`config.mk`:
```
export PLATFORM = sky130hd
export DESIGN_NAME = phy_tx_pattern_gen
export DESIGN_NICKNAME = d
export VERILOG_FILES = /design/src/rtl/phy_tx_pkg.sv /design/src/rtl/phy_tx_pattern_gen_lane_seq.sv /design/src/rtl/phy_tx_pattern_gen.sv
export SDC_FILE = /design/constraint.sdc
export NUM_CORES = 1
export LEC_CHECK = 0
export ABC_AREA = 0
export BUFFER_PORTS_ARGS = -buffer_cell sky130_fd_sc_hd__buf_2
export CAP_MARGIN = 20
export CORE_UTILIZATION = 30
export CTS_BUF_LIST = sky130_fd_sc_hd__clkbuf_16
export CTS_CLUSTER_SIZE = 28
export DETAILED_ROUTE_END_ITERATION = 10
export PLACE_DENSITY = 0.49
export SYNTH_ARGS = -nofsm -noshare
export SYNTH_HDL_FRONTEND = slang
export SYNTH_SLANG_ARGS = --single-unit
export TNS_END_PERCENT = 10
```
`constraint.sdc`:
```
create_clock -name clk_8f -period 5.4 [get_ports clk_8f]
set_clock_uncertainty 0.1 [all_clocks]
set_input_delay 0.54 -clock clk_8f [delete_from_list [all_inputs] [get_ports clk_8f]]
set_output_delay 0.54 -clock clk_8f [all_outputs]
set_load 0.05 [all_outputs]
```
`src/rtl/phy_tx_pkg.sv`:
```
// +-------------------------------------------------------------------+
// | phy_tx_pkg : shared modes, lane FSM states and LFSR step function |
// | Rev 1.0                                                           |
// +-------------------------------------------------------------------+
`default_nettype none

package phy_tx_pkg;

  localparam logic [1:0] MODE_INC   = 2'd0;
  localparam logic [1:0] MODE_CONST = 2'd1;
  localparam logic [1:0] MODE_LFSR  = 2'd2;

  typedef enum logic [1:0] {
    ST_IDLE   = 2'd0,
    ST_OFFSET = 2'd1,
    ST_BURST  = 2'd2,
    ST_GAP    = 2'd3
  } lane_state_e;

  // Right-shifting Galois step; the mask holds the tap positions minus one.
  function automatic logic [31:0] lfsr_next(input logic [31:0] data, input int width);
    logic [31:0] mask;
    logic [31:0] res;
    case (width)
      16:      mask = 32'h0000_D008;
      32:      mask = 32'h8020_0003;
      default: mask = 32'h0000_00B8;
    endcase
    res = data >> 1;
    if (data[0]) res = res ^ mask;
    return res;
  endfunction

endpackage

`default_nettype wire

```
`src/rtl/phy_tx_pattern_gen_lane_seq.sv`:
```
// +-------------------------------------------------------------------+
// | lane_seq : one lane's offset/burst/gap FSM, payload and word count |
// | Rev 1.0                                                           |
// +-------------------------------------------------------------------+
`default_nettype none

module lane_seq
  import phy_tx_pkg::*;
#(
  parameter int DATA_W = 8,
  parameter int CNT_W  = 8
) (
  input  logic              clk_8f,
  input  logic              reset_L,
  input  logic              i_adv,
  input  logic              i_enable,
  input  logic [1:0]        i_mode,
  input  logic [CNT_W-1:0]  i_burst_len,
  input  logic [CNT_W-1:0]  i_gap_len,
  input  logic [CNT_W-1:0]  i_lane_ofs,
  input  logic [DATA_W-1:0] i_seed,
  output logic              o_valid,
  output logic [DATA_W-1:0] o_data,
  output logic [15:0]       o_word_cnt
);

  localparam logic [CNT_W-1:0]  c_CNT_ONE  = {{(CNT_W-1){1'b0}}, 1'b1};
  localparam logic [DATA_W-1:0] c_DATA_ONE = {{(DATA_W-1){1'b0}}, 1'b1};

  lane_state_e       r_state;
  logic [CNT_W-1:0]  r_rem;
  logic [1:0]        r_mode;
  logic [CNT_W-1:0]  r_burst;
  logic [CNT_W-1:0]  r_gap;
  logic [DATA_W-1:0] r_seed;
  logic [DATA_W-1:0] r_data;
  logic              r_valid;
  logic [15:0]       r_wcnt;

  logic              w_first;
  logic [1:0]        w_mode;
  logic [CNT_W-1:0]  w_burst;
  logic [CNT_W-1:0]  w_gap;
  logic [DATA_W-1:0] w_seed;
  lane_state_e       w_st;
  logic [CNT_W-1:0]  w_rem;
  logic [CNT_W-1:0]  w_rem_nxt;
  logic              w_valid;
  logic [DATA_W-1:0] w_base;
  logic [DATA_W-1:0] w_lfsr;
  logic [DATA_W-1:0] w_step;
  logic [DATA_W-1:0] w_data_nxt;

  // On the very first slot the live config inputs stand in for the not-yet-latched copies.
  always_comb begin
    w_first = (r_state == ST_IDLE);
    w_mode  = w_first ? i_mode      : r_mode;
    w_burst = w_first ? i_burst_len : r_burst;
    w_gap   = w_first ? i_gap_len   : r_gap;
    w_seed  = w_first ? i_seed      : r_seed;
    w_st    = w_first ? ST_OFFSET   : r_state;
    w_rem   = w_first ? i_lane_ofs  : r_rem;

    // Exhausted phases hand over within the same slot; burst 0 parks the lane in GAP.
    if (w_st == ST_OFFSET && w_rem == '0) begin
      w_st  = ST_BURST;
      w_rem = w_burst;
    end
    if (w_st == ST_BURST && w_rem == '0) begin
      w_st  = ST_GAP;
      w_rem = w_gap;
    end
    if (w_st == ST_GAP && w_rem == '0 && w_burst != '0) begin
      w_st  = ST_BURST;
      w_rem = w_burst;
    end

    w_valid   = (w_st == ST_BURST);
    w_rem_nxt = (w_rem != '0) ? (w_rem - c_CNT_ONE) : w_rem;

    if (w_first) begin
      w_base = (w_mode == MODE_LFSR && i_seed == '0) ? c_DATA_ONE : i_seed;
    end else begin
      w_base = r_data;
    end

    w_lfsr = DATA_W'(lfsr_next(32'(w_base), DATA_W));
    case (w_mode)
      MODE_CONST: w_step = w_seed;
      MODE_LFSR:  w_step = w_lfsr;
      default:    w_step = w_base + c_DATA_ONE;
    endcase
    w_data_nxt = w_valid ? w_step : w_base;
  end

  always_ff @(posedge clk_8f or negedge reset_L) begin
    if (!reset_L) begin
      r_state <= ST_IDLE;
      r_rem   <= '0;
      r_mode  <= '0;
      r_burst <= '0;
      r_gap   <= '0;
      r_seed  <= '0;
      r_data  <= '0;
      r_valid <= 1'b0;
      r_wcnt  <= '0;
    end else if (i_adv) begin
      if (w_first) begin
        r_mode  <= i_mode;
        r_burst <= i_burst_len;
        r_gap   <= i_gap_len;
        r_seed  <= i_seed;
      end
      r_state <= w_st;
      r_rem   <= w_rem_nxt;
      r_data  <= w_data_nxt;
      r_valid <= w_valid;
      if (w_valid && r_wcnt != 16'hFFFF) r_wcnt <= r_wcnt + 16'd1;
    end else if (!i_enable) begin
      r_valid <= 1'b0;
    end
  end

  assign o_valid    = r_valid;
  assign o_data     = r_data;
  assign o_word_cnt = r_wcnt;

endmodule

`default_nettype wire

```
`src/rtl/phy_tx_pattern_gen.sv`:
```
// +-------------------------------------------------------------------+
// | phy_tx_pattern_gen : multi-lane slotted traffic source for phy_tx |
// | Rev 1.0                                                           |
// +-------------------------------------------------------------------+
`default_nettype none

module phy_tx_pattern_gen
  import phy_tx_pkg::*;
#(
  parameter int LANES  = 2,
  parameter int DATA_W = 8,
  parameter int DIV    = 4,
  parameter int CNT_W  = 8
) (
  input  logic                    clk_8f,
  input  logic                    reset_L,
  input  logic                    enable,
  input  logic [1:0]              mode,
  input  logic [CNT_W-1:0]        burst_len,
  input  logic [CNT_W-1:0]        gap_len,
  input  logic [LANES*CNT_W-1:0]  lane_ofs,
  input  logic [LANES*DATA_W-1:0] seed,
  output logic                    slot_stb,
  output logic [LANES-1:0]        valid_data,
  output logic [LANES*DATA_W-1:0] data_in,
  output logic [LANES*16-1:0]     word_cnt
);

  localparam int c_CW = (DIV > 2) ? $clog2(DIV) : 1;
  localparam logic [c_CW-1:0] c_LAST = c_CW'(DIV - 1);
  localparam logic [c_CW-1:0] c_PRE  = c_CW'(DIV - 2);

  logic [c_CW-1:0] r_slot_cnt;
  logic            r_slot_stb;
  logic            w_adv;

  // The strobe is registered one count early so it is high while the counter sits at DIV-1.
  always_ff @(posedge clk_8f or negedge reset_L) begin
    if (!reset_L) begin
      r_slot_cnt <= '0;
      r_slot_stb <= 1'b0;
    end else if (enable) begin
      r_slot_cnt <= (r_slot_cnt == c_LAST) ? '0 : r_slot_cnt + c_CW'(1);
      r_slot_stb <= (r_slot_cnt == c_PRE);
    end else begin
      r_slot_stb <= 1'b0;
    end
  end

  assign w_adv    = r_slot_stb & enable;
  assign slot_stb = r_slot_stb;

  generate
    for (genvar gi = 0; gi < LANES; gi++) begin : g_lanes
      lane_seq #(
        .DATA_W (DATA_W),
        .CNT_W  (CNT_W)
      ) u_lane (
        .clk_8f      (clk_8f),
        .reset_L     (reset_L),
        .i_adv       (w_adv),
        .i_enable    (enable),
        .i_mode      (mode),
        .i_burst_len (burst_len),
        .i_gap_len   (gap_len),
        .i_lane_ofs  (lane_ofs[gi*CNT_W +: CNT_W]),
        .i_seed      (seed[gi*DATA_W +: DATA_W]),
        .o_valid     (valid_data[gi]),
        .o_data      (data_in[gi*DATA_W +: DATA_W]),
        .o_word_cnt  (word_cnt[gi*16 +: 16])
      );
    end
  endgenerate

endmodule

`default_nettype wire

```
==> results.txt <==
----------------------------------------------------
[Clocking]
  Bufs on Longest Clock Path ... 2
  Quantity of gates resized following cts ... 0
  Total clock sinks ... 125
  Cts hold-fix bufs ... 0
  Clock tree from TritonCTS ... yes
  Total CTS buffers ... 17
  CTS clock-pin slew for the worst setup and hold paths ... 60 ps
  Clock root buffer master ... sky130_fd_sc_hd__clkbuf_16
  Source-to-sink clock delay at the later pin of the worst-skew pair ... 430 ps
  Level count of the clock H-tree ... 4
  # Post-CTS Setup Buffers ... 0

[STA]
  Unrepaired setup endpoints after global routing ... false
  Worst slew margin relative to its limit ... 39.4%
  Final setup slack of the worst path ... 960 ps
  Final critical-path required period ... 4440 ps
  Worst hold slack after final layout ... 72.8 ps
  Crit share post-route ... 82.2%
  Final setup violation count ... 0
  Final Max Tran Viols ... 0
  Sum Neg Setup Slack ... 0 ps
  Actual transition at the worst max-transition pin ... 906 ps
  Max Fclk ... 225 MHz
  Number of hold violations in the final report ... 0

[Finish]
  Synthesis-to-finish area growth ... 17.5%
  Proportion of layout cells with a drive suffix above 1 ... 20.8%
  Nets@finish ... 1138
  Final Instance Count excl. Fillers ... 1463

[Placed design]
  Placer's final routability congestion estimate ... 0.923
  Place WS ... 733 ps
  Port buffer count ... 103
  DP Wirelength ... 20300 µm
  Cell total after placement ... 1430

[Detailed routing]
  Count of vias placed by the detailed router ... 7970
  Vias per cell ... 5.45
  Iteration-0 DRC Markers ... 624
  Post-DR wirelength/cell ... 18.9 µm
  Residual DRC count ... 0
  Routed WL ... 27600 µm
  Detailed-routing iteration count for the pre-antenna-repair pass ... 5
  Antenna Violating Nets Remaining ... 0

[Yosys]
  Synth unique cells ... 80
  Biggest area consumer among synthesized cells ... sky130_fd_sc_hd__dfrtp_1
  Predominant post-synthesis flop cell ... sky130_fd_sc_hd__dfrtp_1
  Fraction of registers with async set/reset ... 100%
  Area share of the largest cell type after synthesis ... 36.4%
  Gate Count Post-Synth ... 989
  Summed instance area of the synthesized netlist ... 8590 µm²
  EDFF count, synth ... 0
  Top cells by area in the synthesized netlist ... sky130_fd_sc_hd__dfrtp_1, sky130_fd_sc_hd__nand2_1, sky130_fd_sc_hd__mux2_2, sky130_fd_sc_hd__mux2i_1, sky130_fd_sc_hd__xnor2_1
  Synthesized net count ... 1056
  Yosys reg bits ... 125
  Count of warnings emitted by yosys ... 0
  Avg Inst Size Synth ... 8.68 µm²
  Sequential area share after synthesis ... 36.4%

[Setup path]
  Crit path max fanout ... 31
  Cell count of the worst reg-to-reg path ... 10
  Arrival time at the worst endpoint ... 4640 ps
  Critical path class ... flop to flop
  RR Endpoint ... g_lanes[0].u_lane.r_rem[1]
  Startpoint type of the worst setup path ... flop
  Minimum setup slack among reg-to-reg paths ... 960 ps
  Worst R2R Start ... g_lanes[0].u_lane.r_state[0]
  Required time of the worst setup path ... 5600 ps
  Element type at the critical path end ... flop

[GRT]
  Global-route wire length before repair ... 44100 µm
  Total global-route track usage ... 19.5%
  Maximum number of pins on one net before global-route repair ... 91
  Total gr overflow ... 0
  Number of global-route vias before repair ... 7634
  Antenna violations before repair ... 1

[Die]
  Number of placement rows ... 61
  Area of the core ... 27900 µm²
  Width of the chip ... 171 µm
  Number of top-level pins ... 104
  Vertical die dimension ... 171 µm
  Initial core utilization ... 30.7%
  Die area ... 29300 µm²

[Power and ir drop]
  Power Dens Cells ... 457 nW/µm²
  Overall power after layout ... 4.61 mW
  Worst-case vdd ir drop ... 0.000237 V
  Leak pwr ... 4.50 nW

[Worst hold path]
  HP Class ... input port to asynchronous set/reset pin

[Status]
  Run status ... completed

[Run]
  Reported max-cap violation count ... 0

----------------------------------------------------
-- flip-flops by register name (all words and copies together) (netlist names) --
signal	count
g_lanes.u_lane.r_state	4
g_lanes.u_lane.o_valid	2
g_lanes.u_lane.r_mode	4
r_slot_cnt	2
g_lanes.u_lane.r_seed	16
g_lanes.u_lane.r_gap	16
slot_stb	1
g_lanes.u_lane.r_rem	16
g_lanes.u_lane.o_data	16
g_lanes.u_lane.r_burst	16
g_lanes.u_lane.o_word_cnt	32
-- metrics by stage --
step | util, % | instance area (µm²)
after floorplan | - | 8590
after global placement | 33.9 | 9480
after detailed placement | 34.0 | 9490
after CTS | 36.1 | 10100
after global routing | 36.1 | 10100
final | 36.1 | 10100
-- cell usage after synthesis (5+ instances only) --
master / n
sky130_fd_sc_hd__nor4_1: 14
sky130_fd_sc_hd__a21o_1: 6
sky130_fd_sc_hd__nand2_1: 174
sky130_fd_sc_hd__o22ai_1: 6
sky130_fd_sc_hd__o21a_1: 5
sky130_fd_sc_hd__o21ai_0: 48
sky130_fd_sc_hd__or2_2: 5
sky130_fd_sc_hd__nand4_1: 21
sky130_fd_sc_hd__inv_1: 17
sky130_fd_sc_hd__a32oi_1: 5
sky130_fd_sc_hd__xor2_1: 7
sky130_fd_sc_hd__a22oi_1: 5
sky130_fd_sc_hd__or4_1: 5
sky130_fd_sc_hd__a21oi_1: 42
sky130_fd_sc_hd__xnor2_1: 34
sky130_fd_sc_hd__dfrtp_1: 125
sky130_fd_sc_hd__nor2b_1: 6
sky130_fd_sc_hd__a2111oi_0: 5
sky130_fd_sc_hd__o21bai_1: 5
sky130_fd_sc_hd__or3_1: 7
sky130_fd_sc_hd__buf_1: 6
sky130_fd_sc_hd__a21boi_0: 8
sky130_fd_sc_hd__buf_2: 6
sky130_fd_sc_hd__and4_1: 7
sky130_fd_sc_hd__nand2b_1: 5
sky130_fd_sc_hd__nand3_1: 34
sky130_fd_sc_hd__and3_1: 22
sky130_fd_sc_hd__a221oi_1: 7
sky130_fd_sc_hd__nor3_1: 16
sky130_fd_sc_hd__clkbuf_1: 43
sky130_fd_sc_hd__a211oi_1: 13
sky130_fd_sc_hd__a221o_1: 8
sky130_fd_sc_hd__ha_1: 14
sky130_fd_sc_hd__mux2_2: 49
sky130_fd_sc_hd__a31oi_1: 17
sky130_fd_sc_hd__mux2i_1: 32
sky130_fd_sc_hd__and2_1: 13
sky130_fd_sc_hd__o31ai_1: 5
sky130_fd_sc_hd__nor2_1: 56
sky130_fd_sc_hd__a311oi_1: 7
sky130_fd_sc_hd__o211ai_1: 9
-- critical path: stages, from the launching register on --
cell	delay [ps]
sky130_fd_sc_hd__dfrtp_1	550
sky130_fd_sc_hd__or2_2	630
sky130_fd_sc_hd__o32ai_1	670
sky130_fd_sc_hd__nand4_1	200
sky130_fd_sc_hd__o2111a_1	310
sky130_fd_sc_hd__and3_1	310
sky130_fd_sc_hd__a211oi_1	470
sky130_fd_sc_hd__ha_1	250
sky130_fd_sc_hd__o211ai_1	190
sky130_fd_sc_hd__or2_2	350
sky130_fd_sc_hd__a221o_1	300
-- layer usage --
metal,routed length [µm],up-vias,global-route usage [%]
li1,-,3837,-
met1,13600,3878,28.4
met2,12400,226,29.5
met3,1380,29,3.38
met4,302,0,4.81
met5,0,-,0
-- how the worst max path moves through the flow --
stage	start	end	slack (ps)	depth (start not counted)
3_5_place_dp	lane_ofs[2]	g_lanes[0].u_lane.r_rem[1]	730	12
5_1_grt	g_lanes[1].u_lane.r_state[0]	g_lanes[1].u_lane.r_rem[4]	610	13
4_1_cts	g_lanes[1].u_lane.r_state[0]	g_lanes[1].u_lane.r_rem[4]	1000	13
6_report	g_lanes[0].u_lane.r_state[0]	g_lanes[0].u_lane.r_rem[1]	960	10
3_3_place_gp	lane_ofs[2]	g_lanes[0].u_lane.r_rem[1]	850	12
2_1_floorplan	g_lanes[0].u_lane.r_state[0]	g_lanes[0].u_lane.o_data[7]	540	19
-- power breakdown --
part           internal [mW]  leakage, nW  switching [mW]
clock                  0.687        0.285           0.486
sequential              1.15         1.64           0.236
combinational          0.699         2.58            1.36
total                   2.53         4.50            2.08
-- placed cells by master, fill, tap and decap left out, drive strengths merged, types with 22 or more instances in the layout --
| cell type | instances |
|---|---|
| nand2 | 174 |
| dfrtp | 125 |
| buf | 121 |
| nor2 | 57 |
| o21ai | 52 |
| mux2 | 49 |
| a21oi | 42 |
| nand3 | 34 |
| xnor2 | 34 |
| mux2i | 32 |
| and3 | 22 |
-- cell families (layout without fill, tap and decap cells) --
logic type / count (synthesis) / in the layout / share of synthesized area, %
flops: 125 / 125 / 36.4
simple gates: 405 / 405 / 23.3
other cells: 0 / 1 / 0
compound gates: 248 / 248 / 20.4
mux: 81 / 81 / 10.2
buf+inv: 75 / 170 / 3.54
xor+xnor: 41 / 41 / 4.18
fa+ha+maj: 14 / 14 / 2.04
-- cell type report --
type	instances	area (µm²)
clock buffer	17	425
timing repair buffer	121	664
antenna	1	2.50
clock inverter	15	164
inverter	17	63.8
sequential	125	3130
multi-input combinational	789	5160
fill	2946	17800
tap	378	473
No activity file was read; power rests on OpenSTA's default activity.
